`src/rtl/spi_ram_arbiter.sv`:
```
// Decodes 10-bit SPI command words into RAM accesses and shares a single-port RAM with a host port.
// Define ARB_ROUND_ROBIN_EN for round-robin arbitration; the default build uses fixed SPI-over-host priority.
module spi_ram_arbiter #(
  parameter int ADDR_W  = 8,
  parameter int DATA_W  = 8,
  parameter int TX_HOLD = 8
) (
  input  logic              clk,
  input  logic              rst_n,
  input  logic [ADDR_W+1:0] rx_data,
  input  logic              rx_valid,
  output logic [DATA_W-1:0] tx_data,
  output logic              tx_valid,
  input  logic              host_req,
  input  logic              host_we,
  input  logic [ADDR_W-1:0] host_addr,
  input  logic [DATA_W-1:0] host_wdata,
  output logic              host_gnt,
  output logic [DATA_W-1:0] host_rdata,
  output logic              host_rvalid,
  output logic              ram_en,
  output logic              ram_we,
  output logic [ADDR_W-1:0] ram_addr,
  output logic [DATA_W-1:0] ram_wdata,
  input  logic [DATA_W-1:0] ram_rdata,
  output logic              spi_ovf
);

  localparam int CNT_W = $clog2(TX_HOLD + 1);

  typedef enum logic [1:0] {
    ARB,
    ACC,
    RDW
  } state_t;

  state_t state, state_next;

  logic [ADDR_W-1:0] wr_addr, rd_addr;
  logic              pend_valid, pend_we;
  logic [DATA_W-1:0] pend_data;
  logic              acc_we, acc_host;
  logic [CNT_W-1:0]  tx_cnt;

  logic [1:0]        opcode;
  logic [ADDR_W-1:0] payload;
  logic              spi_elig, host_elig;
  logic              grant_spi, grant_host;

`ifdef ARB_ROUND_ROBIN_EN
  logic last_spi;
`endif

  assign opcode  = rx_data[ADDR_W+1:ADDR_W];
  assign payload = rx_data[ADDR_W-1:0];

  // A pending SPI read waits until the previous TX window has fully drained.
  always_comb begin
    spi_elig   = pend_valid && (pend_we || (tx_cnt == '0));
    host_elig  = host_req;
    grant_spi  = 1'b0;
    grant_host = 1'b0;
    if (state == ARB) begin
`ifdef ARB_ROUND_ROBIN_EN
      if (spi_elig && host_elig) begin
        grant_spi  = !last_spi;
        grant_host = last_spi;
      end else begin
        grant_spi  = spi_elig;
        grant_host = host_elig;
      end
`else
      grant_spi  = spi_elig;
      grant_host = host_elig && !spi_elig;
`endif
    end
  end

  always_ff @(posedge clk or negedge rst_n) begin
    if (!rst_n) state <= ARB;
    else        state <= state_next;
  end

  always_comb begin
    state_next = state;
    case (state)
      ARB:     if (grant_spi || grant_host) state_next = ACC;
      ACC:     state_next = acc_we ? ARB : RDW;
      RDW:     state_next = ARB;
      default: state_next = ARB;
    endcase
  end

  // RAM request registers: loaded in ARB, so every strobe lasts exactly the ACC cycle.
  always_ff @(posedge clk or negedge rst_n) begin
    if (!rst_n) begin
      ram_en    <= 1'b0;
      ram_we    <= 1'b0;
      ram_addr  <= '0;
      ram_wdata <= '0;
      host_gnt  <= 1'b0;
      acc_we    <= 1'b0;
      acc_host  <= 1'b0;
    end else begin
      ram_en   <= grant_spi || grant_host;
      ram_we   <= 1'b0;
      host_gnt <= grant_host;
      if (grant_spi) begin
        ram_we    <= pend_we;
        ram_addr  <= pend_we ? wr_addr : rd_addr;
        ram_wdata <= pend_data;
        acc_we    <= pend_we;
        acc_host  <= 1'b0;
      end else if (grant_host) begin
        ram_we    <= host_we;
        ram_addr  <= host_addr;
        ram_wdata <= host_wdata;
        acc_we    <= host_we;
        acc_host  <= 1'b1;
      end
    end
  end

  // A new word arriving while the old one is being granted refills the slot without overflow.
  always_ff @(posedge clk or negedge rst_n) begin
    if (!rst_n) begin
      wr_addr    <= '0;
      rd_addr    <= '0;
      pend_valid <= 1'b0;
      pend_we    <= 1'b0;
      pend_data  <= '0;
      spi_ovf    <= 1'b0;
    end else begin
      if (rx_valid && opcode == 2'b00) wr_addr <= payload;
      if (rx_valid && opcode == 2'b10) rd_addr <= payload;
      if (rx_valid && opcode[0]) begin
        pend_valid <= 1'b1;
        pend_we    <= !opcode[1];
        pend_data  <= DATA_W'(payload);
        if (pend_valid && !grant_spi) spi_ovf <= 1'b1;
      end else if (grant_spi) begin
        pend_valid <= 1'b0;
      end
    end
  end

  always_ff @(posedge clk or negedge rst_n) begin
    if (!rst_n) begin
      host_rdata  <= '0;
      host_rvalid <= 1'b0;
      tx_data     <= '0;
      tx_valid    <= 1'b0;
      tx_cnt      <= '0;
    end else begin
      host_rvalid <= 1'b0;
      if (state == RDW && acc_host) begin
        host_rdata  <= ram_rdata;
        host_rvalid <= 1'b1;
      end
      if (state == RDW && !acc_host) begin
        tx_data  <= ram_rdata;
        tx_valid <= 1'b1;
        tx_cnt   <= CNT_W'(TX_HOLD);
      end else if (tx_cnt != '0) begin
        tx_cnt   <= tx_cnt - CNT_W'(1);
        tx_valid <= (tx_cnt != CNT_W'(1));
      end
    end
  end

`ifdef ARB_ROUND_ROBIN_EN
  // Only contended grants move the last-winner pointer; it starts at "host".
  always_ff @(posedge clk or negedge rst_n) begin
    if (!rst_n) begin
      last_spi <= 1'b0;
    end else if (grant_spi && host_elig) begin
      last_spi <= 1'b1;
    end else if (grant_host && spi_elig) begin
      last_spi <= 1'b0;
    end
  end
`endif

endmodule

```
`config.mk`:
```
export PLATFORM = sky130hd
export DESIGN_NAME = spi_ram_arbiter
export DESIGN_NICKNAME = d
export VERILOG_FILES = /design/src/rtl/spi_ram_arbiter.sv
export SDC_FILE = /design/constraint.sdc
export NUM_CORES = 1
export LEC_CHECK = 0
export ABC_AREA = 1
export BUFFER_PORTS_ARGS = -buffer_cell sky130_fd_sc_hd__buf_2
export CORE_UTILIZATION = 53
export DETAILED_ROUTE_END_ITERATION = 10
export PLACE_DENSITY = 0.79
export SLEW_MARGIN = 20
export SYNTH_ARGS = -nofsm -noshare
export SYNTH_HDL_FRONTEND = slang
export SYNTH_SLANG_ARGS = --single-unit
```
`constraint.sdc`:
```
create_clock -name clk -period 1.72 [get_ports clk]
set_input_delay 0.344 -clock clk [delete_from_list [all_inputs] [get_ports clk]]
set_output_delay 0.344 -clock clk [all_outputs]
set_load 0.05 [all_outputs]
```
# Yosys cells after proc, flatten, opt, wreduce, memory -nomap -nowiden
# Index checks and enable logic that the tools add are counted.
[op_classes]
n_addsub = 1
n_eq_ne = 5
muxes = 23
n_reduce_logical = 22
[ops]
columns = ["operator", "n"]
rows = [
  ["$mux W8", 5],
  ["$mux W1", 13],
  ["$logic_and A1 B1 Y1", 8],
  ["$mux W4", 2],
  ["$reduce_bool A2 Y1", 3],
  ["$eq A2 B2 Y1 const B", 2],
  ["$logic_not A1 Y1", 4],
  ["$logic_not A2 Y1", 2],
  ["$logic_not A4 Y1", 1],
  ["$mux W2", 2],
  ["$ne A4 B1 Y1 const B", 1],
  ["$pmux W2 S2", 1],
  ["$reduce_bool A4 Y1", 1],
  ["$sub A4 B1 Y4 const B", 1],
  ["$eq A2 B1 Y1 const B", 1],
  ["$logic_or A1 B1 Y1", 2],
  ["$ne A2 B1 Y1 const B", 1],
  ["$reduce_and A2 Y1", 1],
]
[word_totals]
reg_bits = 72
out_inout_bits = 38
wordCells = 70

# Longest topological paths before layout
[depth]
ltp_word = 9
mapped_depth = 9

# Least setup slack after synthesis
# Ideal clock, no wire load.
[synth_timing]
kind = "reg2reg"
from = "reg tx_cnt[0]"
to = "reg ram_addr[0]"
t_arrival_ps = 1276
required_ps = 1602
setup_slack_ps = 327
stages_incl_launch_ff = 10
path_buffers = 2
path_cell_list = "dfrtp_1 inv_1 ha_1 nand2_2 nand2_4 nand3_2 buf_6 buf_6 nand3_2 nand2_1"
[synth_between]
elab_chain_len = 7
word_cells_on_any_way = 9
classes_between = "mux: 3; reduce/logical: 6"
[synth_rtl]
columns = ["element", "line_no", "source"]
rows = [
  ["start, declared", "43", "logic [CNT_W-1:0] tx_cnt;"],
  ["start signal, assigned", "163", "tx_cnt <= CNT_W'(TX_HOLD);"],
  ["start signal, assigned", "165", "tx_cnt <= tx_cnt - CNT_W'(1);"],
  ["$logic_not A4 Y1 (*)", "59", "spi_elig = pend_valid && (pend_we || (tx_cnt == '0));"],
  ["$logic_or A1 B1 Y1 (*)", "59", ""],
  ["$logic_and A1 B1 Y1 (*)", "59", ""],
  ["$logic_not A1 Y1", "74", "grant_host = host_elig && !spi_elig;"],
  ["$logic_and A1 B1 Y1", "74", ""],
  ["$mux W1", "63", "if (state == ARB) begin"],
  ["$reduce_bool A2 Y1 (no source line)", "--", ""],
  ["end signal, assigned", "110", "ram_addr <= pend_we ? wr_addr : rd_addr;"],
  ["end signal, assigned", "116", "ram_addr <= host_addr;"],
  ["end, declared", "23", "output logic [ADDR_W-1:0] ram_addr,"],
]
# Mark *: on every way between the ends. The rest lies on a longest branch, timed or not.
# A chain may end at the register's enable or synchronous reset.

# Worst setup path after layout
[layout_timing]
from = "reg tx_cnt[0]"
to = "reg ram_addr[2]"
# Same word-level chain as after synthesis.

==> results.ini <==
[global_routing]
overflow=0
antenna_found_initial=0
grt_max_degree=73
grt_pass1_wl_um=11400
grt_pass1_vias=2498
grtUsageTotal_pct=23.7

[detailed_routing]
drcViolationCount=0
via_per_inst=5.07
vias=2698
ant_nets=0
wl_um=6790
detail_route.first_pass.iterations=4
dr.first_iter.drc_count=178
drt-wirelength-per-cell_um=12.8

[cells_and_area]
stdcell_area_sq_um=3880
area_growth_pct=20.1
drive_gt1_share_pct=25.8
layout.nets=494
fillers=502
antenna_cells=0

[synthesis]
synth_top_area_share_pct=55.8
syn_area_per_cell_sq_um=8.59
synth_cells=376
ys_ff_latch=72
synth_top_flop_cell=dfrtp_1
yosysSeqAreaShare_pct=55.8
yosysUniqueCellTypes=24
synth_async_sr_flop_share_pct=100
synthTopCellsByArea=dfrtp_1 56%, nand2_1 15%, o21ai_0 7.9%
netlist_area_sq_um=3230
synth_fp_nets=417
synth-edff-count=0
synth_largest_area_cell=dfrtp_1
yosys_warnings=0

[clock_network]
clock_latency_ps=350
hold_buffers=0
cts_tree=done
cts_resized=0
clock-root-buffer=clkbuf_8
cts_buffers=9
post-cts-setup-buffers=0
cts_sinks=72
htreeDepth=3
clockBufferDepth=2
clk_pin_slew_ps=70

[setup_path]
crit_buf_inv=2
worst-path-max-fanout=31
critPathTopFamily=simple AND/OR/NAND/NOR gates
cp_cell_sequence=inv_1 > ha_1 > nand2_2 > nand2_4 > nand3_2 > buf_12 > nand3_1 > nand2_1
cp_slowest_cell=dfrtp_1
cpPeakStageDelay_ps=380
required_ps=1950
worst-setup-path-type=reg -> reg
crit_path_end_kind=register
arrival_ps=1770
cp-start-kind=register

[placed_design]
gp_congestion=0.855
portBuffers=76
dpl_cell_area_sq_um=3690
dp_hpwl_um=4750

[run_status]
status=finished, final reports clean

[sta]
maxSlewViolCount=0
finalCriticalPeriod_ps=1530
rsz0062_at_grt=false
worst_slew_pin_slew_ps=581
finalSetupViolations=0
hold_viol_final=0
setup_tns_ps=0
clock.fmax_mhz=653
fin_worst_skew_ps=13.2
slew_headroom_pct=61.1
min_period_over_period_pct=89.1

[floorplanning]
num_rows=28
die_y_um=80.1
die_w_um=80.1
dieArea_sq_um=6410
floorplan.initialDensity_pct=54.9
core-area_sq_um=5890
io_pins=77

[pwr]
leakage_uw=0.00216
vdd_drop_max_mv=1.16
power_density_nw_per_um2=2050

[worst_hold_path]
min_path_type=in -> async

[run]
max_cap_violations=0

-- worst paths after layout --
kind	start	end	slack, ps	cells past startpoint
min reg2reg	acc_we	state[1]	460	1
min	rst_n	host_rdata[0]	8	2
max in group asynchronous	rst_n	pend_data[1]	1410	2
min in group clk	rx_data[9]	pend_we	220	2
max	tx_cnt[0]	ram_addr[2]	190	8
max reg2reg	tx_cnt[0]	ram_addr[2]	190	8
-- power breakdown --
part,internal [uW],switching [uW],leakage [uW]
Clock,656,623,0.0000948
Sequential,2320,358,0.000878
Combinational,1050,2940,0.00118
Total,4030,3920,0.00216
-- per-layer routing --
metal  routed length, um  GRT usage [%]
met4                 136           11.8
met1                3180           31.5
met5                   0              0
met2                3130           36.5
met3                 341           5.34
-- placed cells by master, fill, tap and decap left out, drive strengths merged --
master and instances:
nand3 23, o211ai 1, ha 2, nor2 7, a31oi 1, inv 43, buf 86, o22ai 1
nand2 133, clkbuf 9, bufinv 1, nand4 17, clkinv 5, nor3 1, clkinvlp 1, dfrtp 72
nand3b 3, o21ai 51
-- worst register-to-register path, delay by kind of cell, from the launching register on --
kind | cells | cell delay, ps
flops | 1 | 380
fa+ha+maj | 1 | 220
simple gates | 5 | 490
buf+inv | 2 | 340
-- flip-flops by register name, indices dropped and copies added, names as in the netlist --
| signal | count |
|---|---|
| host_gnt | 1 |
| pend_data | 8 |
| rd_addr | 8 |
| wr_addr | 8 |
| tx_cnt | 4 |
| acc_we | 1 |
| ram_wdata | 8 |
| tx_data | 8 |
| host_rvalid | 1 |
| state | 2 |
| pend_we | 1 |
| pend_valid | 1 |
| host_rdata | 8 |
| acc_host | 1 |
| tx_valid | 1 |
| ram_we | 1 |
| spi_ovf | 1 |
| ram_en | 1 |
| ram_addr | 8 |
-- logic make-up (layout without fill, tap and decap cells) --
| logic type | after synthesis | in the layout | synth area share [%] |
|---|---|---|---|
| AOI/OAI and AO/OA | 54 | 54 | 8.52 |
| adders and majority gates | 2 | 2 | 0.774 |
| buffers and inverters | 64 | 145 | 8.56 |
| DFF | 72 | 72 | 55.8 |
| and+or+nand+nor | 184 | 184 | 26.4 |
-- Yosys cell counts, types with 2 or more instances --
| cell | instances |
|---|---|
| nor2_1 | 5 |
| clkbuf_1 | 8 |
| ha_1 | 2 |
| nand3b_1 | 3 |
| nand3_1 | 12 |
| buf_6 | 3 |
| o21ai_0 | 51 |
| nand3_2 | 11 |
| nand4_1 | 17 |
| dfrtp_1 | 72 |
| nand2_2 | 2 |
| inv_1 | 43 |
| buf_2 | 7 |
| nand2_1 | 130 |
-- cell type report --
cell class / count / area, sq um / area share, %
well taps: 75 / 93.8 / 2.42
flip-flops and latches: 72 / 1800 / 46.4
inverters: 44 / 166 / 4.29
clock buffers: 9 / 124 / 3.19
multi-input cells: 240 / 1150 / 29.7
repair buffers: 86 / 480 / 12.4
clock inverters: 6 / 61.3 / 1.58
-- stage by stage --
step / power, uW / utilization [%] / instances / hold WS [ps] / setup WS (ps)
3_5_place_dp: 6700 / 62.8 / 517 / 399 / 210
6_report: 7950 / 65.9 / 532 / 8.10 / 188
5_1_grt: 8510 / 65.9 / 532 / 41.2 / 45.7
2_1_floorplan: 5770 / - / 376 / 48.4 / 327
4_1_cts: 8000 / 65.9 / 532 / 28.3 / 187
3_3_place_gp: 6600 / 62.8 / 517 / 399 / 291
Power figures use the tool's default switching activity.
